<file path="config.mk">
export PLATFORM = sky130hd
export DESIGN_NAME = btn_debounce
export DESIGN_NICKNAME = d
export VERILOG_FILES = /design/src/rtl/btn_debounce.sv
export SDC_FILE = /design/constraint.sdc
export NUM_CORES = 1
export LEC_CHECK = 0
export BUFFER_PORTS_ARGS = -buffer_cell sky130_fd_sc_hd__buf_2
export CAP_MARGIN = 5
export CORE_UTILIZATION = 35
export DETAILED_ROUTE_END_ITERATION = 7
export PLACE_DENSITY = 0.57
export SETUP_SLACK_MARGIN = 0.1
export SYNTH_ARGS = -nofsm -noshare
export SYNTH_HDL_FRONTEND = slang
export SYNTH_SLANG_ARGS = --single-unit
</file>
<file path="constraint.sdc">
create_clock -name clk -period 2.19 [get_ports clk]
set_input_delay 0.1095 -clock clk [delete_from_list [all_inputs] [get_ports clk]]
set_output_delay 0.1095 -clock clk [all_outputs]
set_load 0.01 [all_outputs]
</file>
<file path="src/rtl/btn_debounce.sv">
// btn_debounce
//   Conditions raw push-button inputs for the game logic. Each channel is brought into the
//   clk domain through a 2-flop synchroniser. A new level is accepted only after the
//   synchronised input has differed from the current debounced level for STABLE_CYCLES
//   consecutive cycles. Accepting a new level also produces a one-cycle press or release
//   pulse, and that pulse lines up with the level edge.
//
// Ports
//   clk          game clock, all logic on the rising edge
//   rst_n        synchronous reset, active low
//   btn_raw      raw asynchronous button inputs, active high
//   btn_level    debounced button state, active high
//   btn_press    one-cycle pulse on a debounced 0->1 transition
//   btn_release  one-cycle pulse on a debounced 1->0 transition

module btn_debounce #(
   parameter int unsigned N_BTN         = 5,
   parameter int unsigned STABLE_CYCLES = 650_000
) (
   input  logic             clk,
   input  logic             rst_n,
   input  logic [N_BTN-1:0] btn_raw,
   output logic [N_BTN-1:0] btn_level,
   output logic [N_BTN-1:0] btn_press,
   output logic [N_BTN-1:0] btn_release
);

   localparam int unsigned CntW = $clog2(STABLE_CYCLES + 1);
   localparam logic [CntW-1:0] CntMax = CntW'(STABLE_CYCLES - 1);

   logic [N_BTN-1:0] s1_q, s2_q;
   logic [N_BTN-1:0] level_q, level_d;
   logic [N_BTN-1:0] press_q, press_d;
   logic [N_BTN-1:0] release_q, release_d;
   logic [CntW-1:0]  cnt_q [N_BTN];
   logic [CntW-1:0]  cnt_d [N_BTN];

   // The counter only advances while the synced input disagrees with the debounced level;
   // any agreement clears it, so a bounce throws away all progress.
   always_comb begin
      level_d   = level_q;
      press_d   = '0;
      release_d = '0;
      for (int i = 0; i < N_BTN; i++) begin
         cnt_d[i] = '0;
         if (s2_q[i] != level_q[i]) begin
            if (cnt_q[i] == CntMax) begin
               level_d[i]   = s2_q[i];
               press_d[i]   = s2_q[i];
               release_d[i] = ~s2_q[i];
            end else begin
               cnt_d[i] = cnt_q[i] + CntW'(1);
            end
         end
      end
   end

   always_ff @(posedge clk) begin
      if (!rst_n) begin
         s1_q      <= '0;
         s2_q      <= '0;
         level_q   <= '0;
         press_q   <= '0;
         release_q <= '0;
         for (int i = 0; i < N_BTN; i++) begin
            cnt_q[i] <= '0;
         end
      end else begin
         s1_q      <= btn_raw;
         s2_q      <= s1_q;
         level_q   <= level_d;
         press_q   <= press_d;
         release_q <= release_d;
         for (int i = 0; i < N_BTN; i++) begin
            cnt_q[i] <= cnt_d[i];
         end
      end
   end

   assign btn_level   = level_q;
   assign btn_press   = press_q;
   assign btn_release = release_q;

endmodule

</file>
Word level (Yosys, flattened, before mapping):

Memories as Yosys holds them, arrays and structs flattened.
Cells that the tools add are included.

* register bits after elaboration: 25
* RAM bits: 100
* input port bits: 7
* memories: 1

* add/sub/neg operators: 5
* equal/unequal tests: 10
* muxes and demuxes: 17
* bitwise operators: 10
* reductions and logical operators: 10

Memories
* cnt_q: words 5, width 20, rd ports 5, clocked after Yosys merged registers in 0, wr ports 5, line 35 `logic [CntW-1:0] cnt_q [N_BTN];`

Operators by type and width (number)
* $mux 20: 15
* $add 20x1->20 const B: 5
* $eq 20x20->1 const B: 5
* $reduce_and 3->1: 5
* $reduce_and 2->1: 5
* $ne 1x1->1: 5
* $not 1->1: 5
* $or 1x1->1: 5
* $mux 1: 2

Longest topological paths before layout:

Gate-level depths: netlist of run 1.

* word-level depth: 4
* gate-level depth with buffers: 7
* gate-level depth less buffers: 5

Worst setup path after synthesis of run 1:

No wires, ideal clock.

* path kind: reg2reg
* start: mem cnt_q[0][17] in the netlist's numbering
* end: mem cnt_q[0][10] in the netlist's numbering
* arrival time: 1.780 ns
* data required time: 2.073 ns
* slack: 0.293 ns
* stages on the path, launching flop included: 6
* buffers on the path: 1
* clock period less this slack: 1.897 ns
* cells stage by stage: dfxtp_1 or4_4 or4_4 o211ai_2 buf_2 nor2_1

RTL lines (line)
* start, declared: 35

==> qor.txt, run 1 <==
Outcome - finished clean
Met2 usage - 24.2%
Syn_nets - 618
Fmax - 500 MHz
Worst skew pair latency - 0.41 ns
Die height - 125 microns
Final setup violation count - 0
Worst EP required - 2.53 ns
GRT overflow - 0
Antenna violations before repair - 0
P&R area growth vs syn - 18.3%
Total core area - 14700 sq um
Final WS setup - 0.188 ns
Final Cycle Share - 91.4%
Max_cap viols - 0
Cell Pwr Density - 809 nW/um^2
CP peak stage delay - 0.68 ns
Synth warn - 0
R2r worst-path depth - 4
M1 GR Usage - 16.8%
Pleak - 2.04 nW
Mapped Cells - 606
Arrival @ worst endpoint - 2.34 ns
Register bit total from synthesis - 125
Largest net degree at the start of global routing - 21
Bufs on Longest Clock Path - 2
Worst vdd ir - 622 uV
Cell variety after synth - 36
Die area - 15700 sq um
Clk slew on worst S/H paths - 0.06 ns
Register area share after synthesis - 47.1%
Pre-CTS setup slack - 0.158 ns
Syn avg cell area - 8.77 sq um
Top Usage Layer GRT - met2
Cell family with most CP delay - simple AND/OR/NAND/NOR gates
Post-DP HPWL - 7370 microns
Initial core utilization - 36.2%
CP startpoint kind - flop
CP Buf/Inv Count - 0
Area share of the largest cell type after synthesis - 47.1%
CP Max Fanout - 5
Final wirelength - 10700 microns
Tot GR Track Use - 14.6%
Drt drc - 0
Final hold vios - 0
CTS H-tree lvls - 4
Post-synthesis async set-or-reset flop share - 0%
Final Max Slew Viols - 0
CTS Buf Count - 17
Met3 usage - 4.79%
Vias - 4325
Row count - 44
Worst path cell trace - nand4_1 -> or4_1 -> or3_2 -> a21oi_1
ANT nets after route - 0
Port bufs - 21
Slew @ Worst Pin - 0.366 ns
RSZ-0062 raised after global routing - true
# nets final - 651
Slowest-stage cell, CP - or4_1
Number of synthesized flops with an enable pin - 0
CTS tree - built
First-pass GRT wire length - 18500 microns
Leading area contributor after synthesis - dfxtp_1
DRT Pass-1 Iters - 7
Initial drt markers - 237
Ranking of synthesized cells by area - dfxtp_1 (47%), nor2_1 (5.4%), xor2_1 (5.3%)
ANT cells - 0
Layout cells sized above 1 - 10.7%
Hold WC Path Type - input port to flop
Hold depth - 2
Setup TNS - 0 ns
Cell area after synthesis - 5320 sq um
Number of global-route vias before repair - 4178
Worst Setup End Kind - flop
Ys flop type - dfxtp_1
WS Path Type - flop to flop
Gpl congestion - 0.821
WL/cell - 12.8 microns
Vias per inst - 5.17
IO Count - 22
Clk root buf - clkbuf_16
Critical path depth - 4
Final-layout fill cell count - 1428
Setup Skew - 0.00753 ns
Die width - 125 microns
CTS sink count - 125
Min Tclk post-route - 2.00 ns
Slew headroom - 75.4%
[cell usage after synthesis, types with 5 or more instances]
library cell,number
inv_1,21
and2_1,13
a21oi_1,36
nor2b_1,5
o31ai_1,6
nor3_1,10
nand4_1,26
or3_1,30
xnor2_1,29
nor2_1,77
and4_1,15
and3_1,14
ha_1,5
or4_1,16
nand2_1,29
nor4_1,9
xor2_1,32
clkbuf_1,17
nand3_1,32
dfxtp_1,125
o21ai_0,31
[placed cells by master (no fill, tap or decap), types with 3 or more instances in the layout]
master         instances
a21oi_1               36
and2_1                13
and3_1                14
and4_1                15
buf_2                 21
buf_4                  8
clkbuf_16             17
clkinv_4               3
clkinvlp_4             5
dfxtp_1              125
dlygate4sd3_1          5
ha_1                   5
inv_1                 21
nand2_1               29
nand3_1               31
nand4_1               26
nor2_1                77
nor2b_1                5
nor3_1                10
nor4_1                 9
nor4b_1                4
o21a_1                 4
o21ai_0               30
o31ai_1                6
or3_1                 30
or4_1                 15
or4_4                  3
xnor2_1               29
xor2_1                32
[metal layers]
layer,vias to the layer above,wire (microns)
met3,8,380
met2,54,5090
met1,2050,5090
li1,2213,-
met4,0,137
met5,-,0
[cell families after synthesis]
family                   synth area share (%)
AO/OA/AOI/OAI                            8.33
XOR/XNOR                                 10.0
adder cells (fa/ha/maj)                  1.18
buffers and inverters                    3.15
flip-flops                               47.1
AND/OR/NAND/NOR                          30.2
[flip-flops by register name, summed over array words and instances, names as in the netlist]
name         count
btn_level        5
btn_press        5
btn_release      5
cnt_q          100
s1_q             5
s2_q             5
[repair_timing]
| item | CTS | global route |
|---|---|---|
| setup buffers | 0 | 0 |
| hold buffers | 5 | 0 |
| endpoints found under the hold margin | 5 | 0 |
| resized for setup | 0 | 4 |
| setup endpoints to repair | 0 | 21 |
[final timing paths]
kind / start / endpoint / slack (ns)
setup / recovery: cnt_q[0][2]$_SDFF_PP0_ / cnt_q[0][17]$_SDFF_PP0_ / 0.19
hold / removal: rst_n / btn_level[4]$_SDFFE_PN0P_ / 0.09
setup reg to reg: cnt_q[0][2]$_SDFF_PP0_ / cnt_q[0][17]$_SDFF_PP0_ / 0.19
hold reg to reg: s1_q[2]$_SDFF_PN0_ / s2_q[2]$_SDFF_PN0_ / 0.43
[cell type report]
type / instances / area (sq um) / share of cell area, %
clock buffer: 19 / 443 / 7.04
inverter: 21 / 78.8 / 1.25
multi-input combinational: 438 / 2660 / 42.2
sequential: 125 / 2500 / 39.8
tap: 184 / 230 / 3.66
clock inverter: 13 / 143 / 2.27
timing repair buffer: 36 / 238 / 3.78
[through the flow]
| stage | utilization (%) | instances | area [sq um] | hold slack (ns) | power, W |
|---|---|---|---|---|---|
| final | 42.8 | 836 | 6290 | 0.0859 | 0.00509 |
| after global routing | 42.8 | 836 | 6290 | 0.106 | 0.00529 |
| after CTS | 42.7 | 836 | 6270 | 0.0788 | 0.00517 |
| after detailed placement | 38.4 | 799 | 5640 | 0.324 | 0.00239 |
| after global placement | 38.4 | 799 | 5640 | 0.317 | 0.00239 |
| after floorplan | - | 606 | 5320 | 0.237 | 0.00237 |
[where the power goes]
part	switching [W]	total (W)	leakage [nW]	internal, W
clock	0.00103	0.00274	0.272	0.00171
combinational	0.0000340	0.0000579	0.755	0.0000239
sequential	0.00000638	0.00229	1.01	0.00229
Power figures use the tool's default switching activity.
==> run 2, diff against run 1 <==
Settings changed: CELL_PAD_IN_SITES_DETAIL_PLACEMENT from default to 1, CELL_PAD_IN_SITES_GLOBAL_PLACEMENT from default to 1, PLACE_DENSITY 0.57 to 0.69, SKIP_CTS_REPAIR_TIMING from default to 1.
==> run 2 against run 1 <==
Combinational power up 3%. First-iteration DRC count down 38%. Largest cell class unchanged. Highest routed layer unchanged. Final cell count up 0.60%. Register-to-register slack worse by 0.03 ns. Core utilization up 0.26 points. Worst hold slack better by 0.065 ns. Fmax down 1.3%. Via count up 2.4%. Non-clock buffer count up 6. Die area unchanged. Flip-flop and latch count unchanged. Worst setup slack worse by 0.027 ns. Critical path type unchanged.
==> qor.txt, run 2 (synthesized netlist as in run 1, its figures left out) <==
Fmax - 493 MHz (was 500 MHz)
Final cell count without fillers - 841 (was 836)
RSZ-0062 raised after global routing - true (unchanged)
Most common cell after layout, fill and taps aside - dfxtp_1 (unchanged)
GRT overflow - 0 (unchanged)
Final-layout fill cell count - 1728 (was 1428)
Vias per inst - 5.27 (was 5.17)
Gpl congestion - 0.791 (was 0.821)
R2r worst-path depth - 5 (was 4)
WS Path Type - flop to flop (unchanged)
CP startpoint kind - flop (unchanged)
Number of global-route vias before repair - 4653 (was 4178)
Slowest-stage cell, CP - or4_4 (was or4_1)
Cell Pwr Density - 811 nW/um^2 (was 809 nW/um^2)
ANT nets after route - 0 (unchanged)
Initial drt markers - 147 (was 237)
Row count - 44 (unchanged)
Outcome - finished clean (unchanged)
DRT Pass-1 Iters - 4 (was 7)
Final Max Slew Viols - 0 (unchanged)
Port bufs - 21 (unchanged)
Die width - 125 microns (unchanged)
Clk root buf - clkbuf_16 (unchanged)
Slew headroom - 73.0% (was 75.4%)
Largest register FFs - 100 (unchanged)
Clk slew on worst S/H paths - 0.05 ns (was 0.06 ns)
Bufs on Longest Clock Path - 2 (unchanged)
Largest net degree at the start of global routing - 25 (was 21)
Die height - 125 microns (unchanged)
Max_cap viols - 0 (unchanged)
First-pass GRT wire length - 21800 microns (was 18500 microns)
Tot GR Track Use - 17.2% (was 14.6%)
Worst EP required - 2.48 ns (was 2.53 ns)
Placed cells - 805 (was 799)
Hold slack final - 0.151 ns (was 0.0859 ns)
Final setup violation count - 0 (unchanged)
Pleak - 2.09 nW (was 2.04 nW)
Most Frequent Cell on Critical Path - or4_4
Total core area - 14700 sq um (unchanged)
Pre-CTS setup slack - 0.125 ns (was 0.158 ns)
CP Max Fanout - 20 (was 5)
WL/cell - 14.8 microns (was 12.8 microns)
Final hold vios - 0 (unchanged)
Setup TNS - 0 ns (unchanged)
Final wirelength - 12500 microns (was 10700 microns)
Worst path cell trace - or4_4 -> or4_4 -> o211ai_2 -> buf_6 -> nor2_1 (was nand4_1 -> or4_1 -> or3_2 -> a21oi_1)
Final WS setup - 0.162 ns (was 0.188 ns)
Antenna violations before repair - 0 (unchanged)
Post-DP HPWL - 8660 microns (was 7370 microns)
Final Cycle Share - 92.6% (was 91.4%)
Reg with most FFs - cnt_q (unchanged)
Setup Skew - 0.00499 ns (was 0.00753 ns)
ANT cells - 0 (unchanged)
Hold WC Path Type - input port to flop (unchanged)
CP peak stage delay - 0.56 ns (was 0.68 ns)
Layout cells sized above 1 - 11.0% (was 10.7%)
CTS sink count - 125 (unchanged)
CTS tree - built (unchanged)
Slew @ Worst Pin - 0.402 ns (was 0.366 ns)
# nets final - 657 (was 651)
CTS Buf Count - 17 (unchanged)
Hold depth - 2 (unchanged)
Worst skew pair latency - 0.41 ns (about the same)
Vias - 4429 (was 4325)
Die area - 15700 sq um (unchanged)
Arrival @ worst endpoint - 2.32 ns (was 2.34 ns)
Most frequent cells in the layout - dfxtp_1 (125), nor2_1 (77), a21oi_1 (36), nand3_1 (32), xor2_1 (32) (was dfxtp_1 (125), nor2_1 (77), a21oi_1 (36), xor2_1 (32), nand3_1 (31))
P&R area growth vs syn - 19.0% (was 18.3%)
IO Count - 22 (unchanged)
Worst Setup End Kind - flop (unchanged)
Worst vdd ir - 565 uV (was 622 uV)
Drt drc - 0 (unchanged)
CTS H-tree lvls - 4 (unchanged)
Min Tclk post-route - 2.03 ns (was 2.00 ns)
Initial core utilization - 36.2% (unchanged)
==> run 2: worst paths after layout <==
path	endpoint	from	slack [ns]
worst min register to register	s2_q[3]$_SDFF_PN0_	s1_q[3]$_SDFF_PN0_	0.43
worst max-delay path	cnt_q[0][4]$_SDFF_PP0_	cnt_q[0][17]$_SDFF_PP0_	0.16
worst max register to register	cnt_q[0][4]$_SDFF_PP0_	cnt_q[0][17]$_SDFF_PP0_	0.16
worst min-delay path	btn_level[4]$_SDFFE_PN0P_	rst_n	0.15
==> run 2: final cells by class <==
cell class / instances / area [sq um] / area share [%]
multi-input cells: 438 / 2650 / 41.8
flip-flops and latches: 125 / 2500 / 39.5
clock buffers: 24 / 502 / 7.93
repair buffers: 42 / 283 / 4.47
well taps: 184 / 230 / 3.64
clock inverters: 7 / 85.1 / 1.34
inverters: 21 / 78.8 / 1.25
==> run 2: metrics by stage <==
stage | power [W] | area, sq um | util, %
floorplan | 0.00237 | 5320 | -
global placement | 0.00239 | 5680 | 38.7
detailed placement | 0.00239 | 5680 | 38.7
CTS | 0.00520 | 6270 | 42.7
global route | 0.00531 | 6330 | 43.0
finish | 0.00513 | 6330 | 43.0
==> run 2: worst max-delay path, delay by kind of cell (launching register included) <==
family	cells	cell delay, ns
simple gates	3	1.18
buf+inv	1	0.21
flops	1	0.34
compound gates	1	0.17
==> run 2: power by group <==
group | switching, W | total, W | leakage (nW) | internal, W
clock network | 0.000969 | 0.00278 | 0.296 | 0.00181
logic | 0.0000357 | 0.0000597 | 0.782 | 0.0000240
registers | 0.00000661 | 0.00229 | 1.01 | 0.00229
total | 0.00101 | 0.00513 | 2.09 | 0.00412
==> run 2: layer usage <==
| metal | vias up | share of wire, % | GRT usage, % |
|---|---|---|---|
| li1 | 2222 | - | - |
| met1 | 2147 | 47 | 20.1 |
| met2 | 45 | 49 | 29.7 |
| met3 | 15 | 3.0 | 4.92 |
| met4 | 0 | 1.2 | 6.24 |
| met5 | - | 0 | 0 |
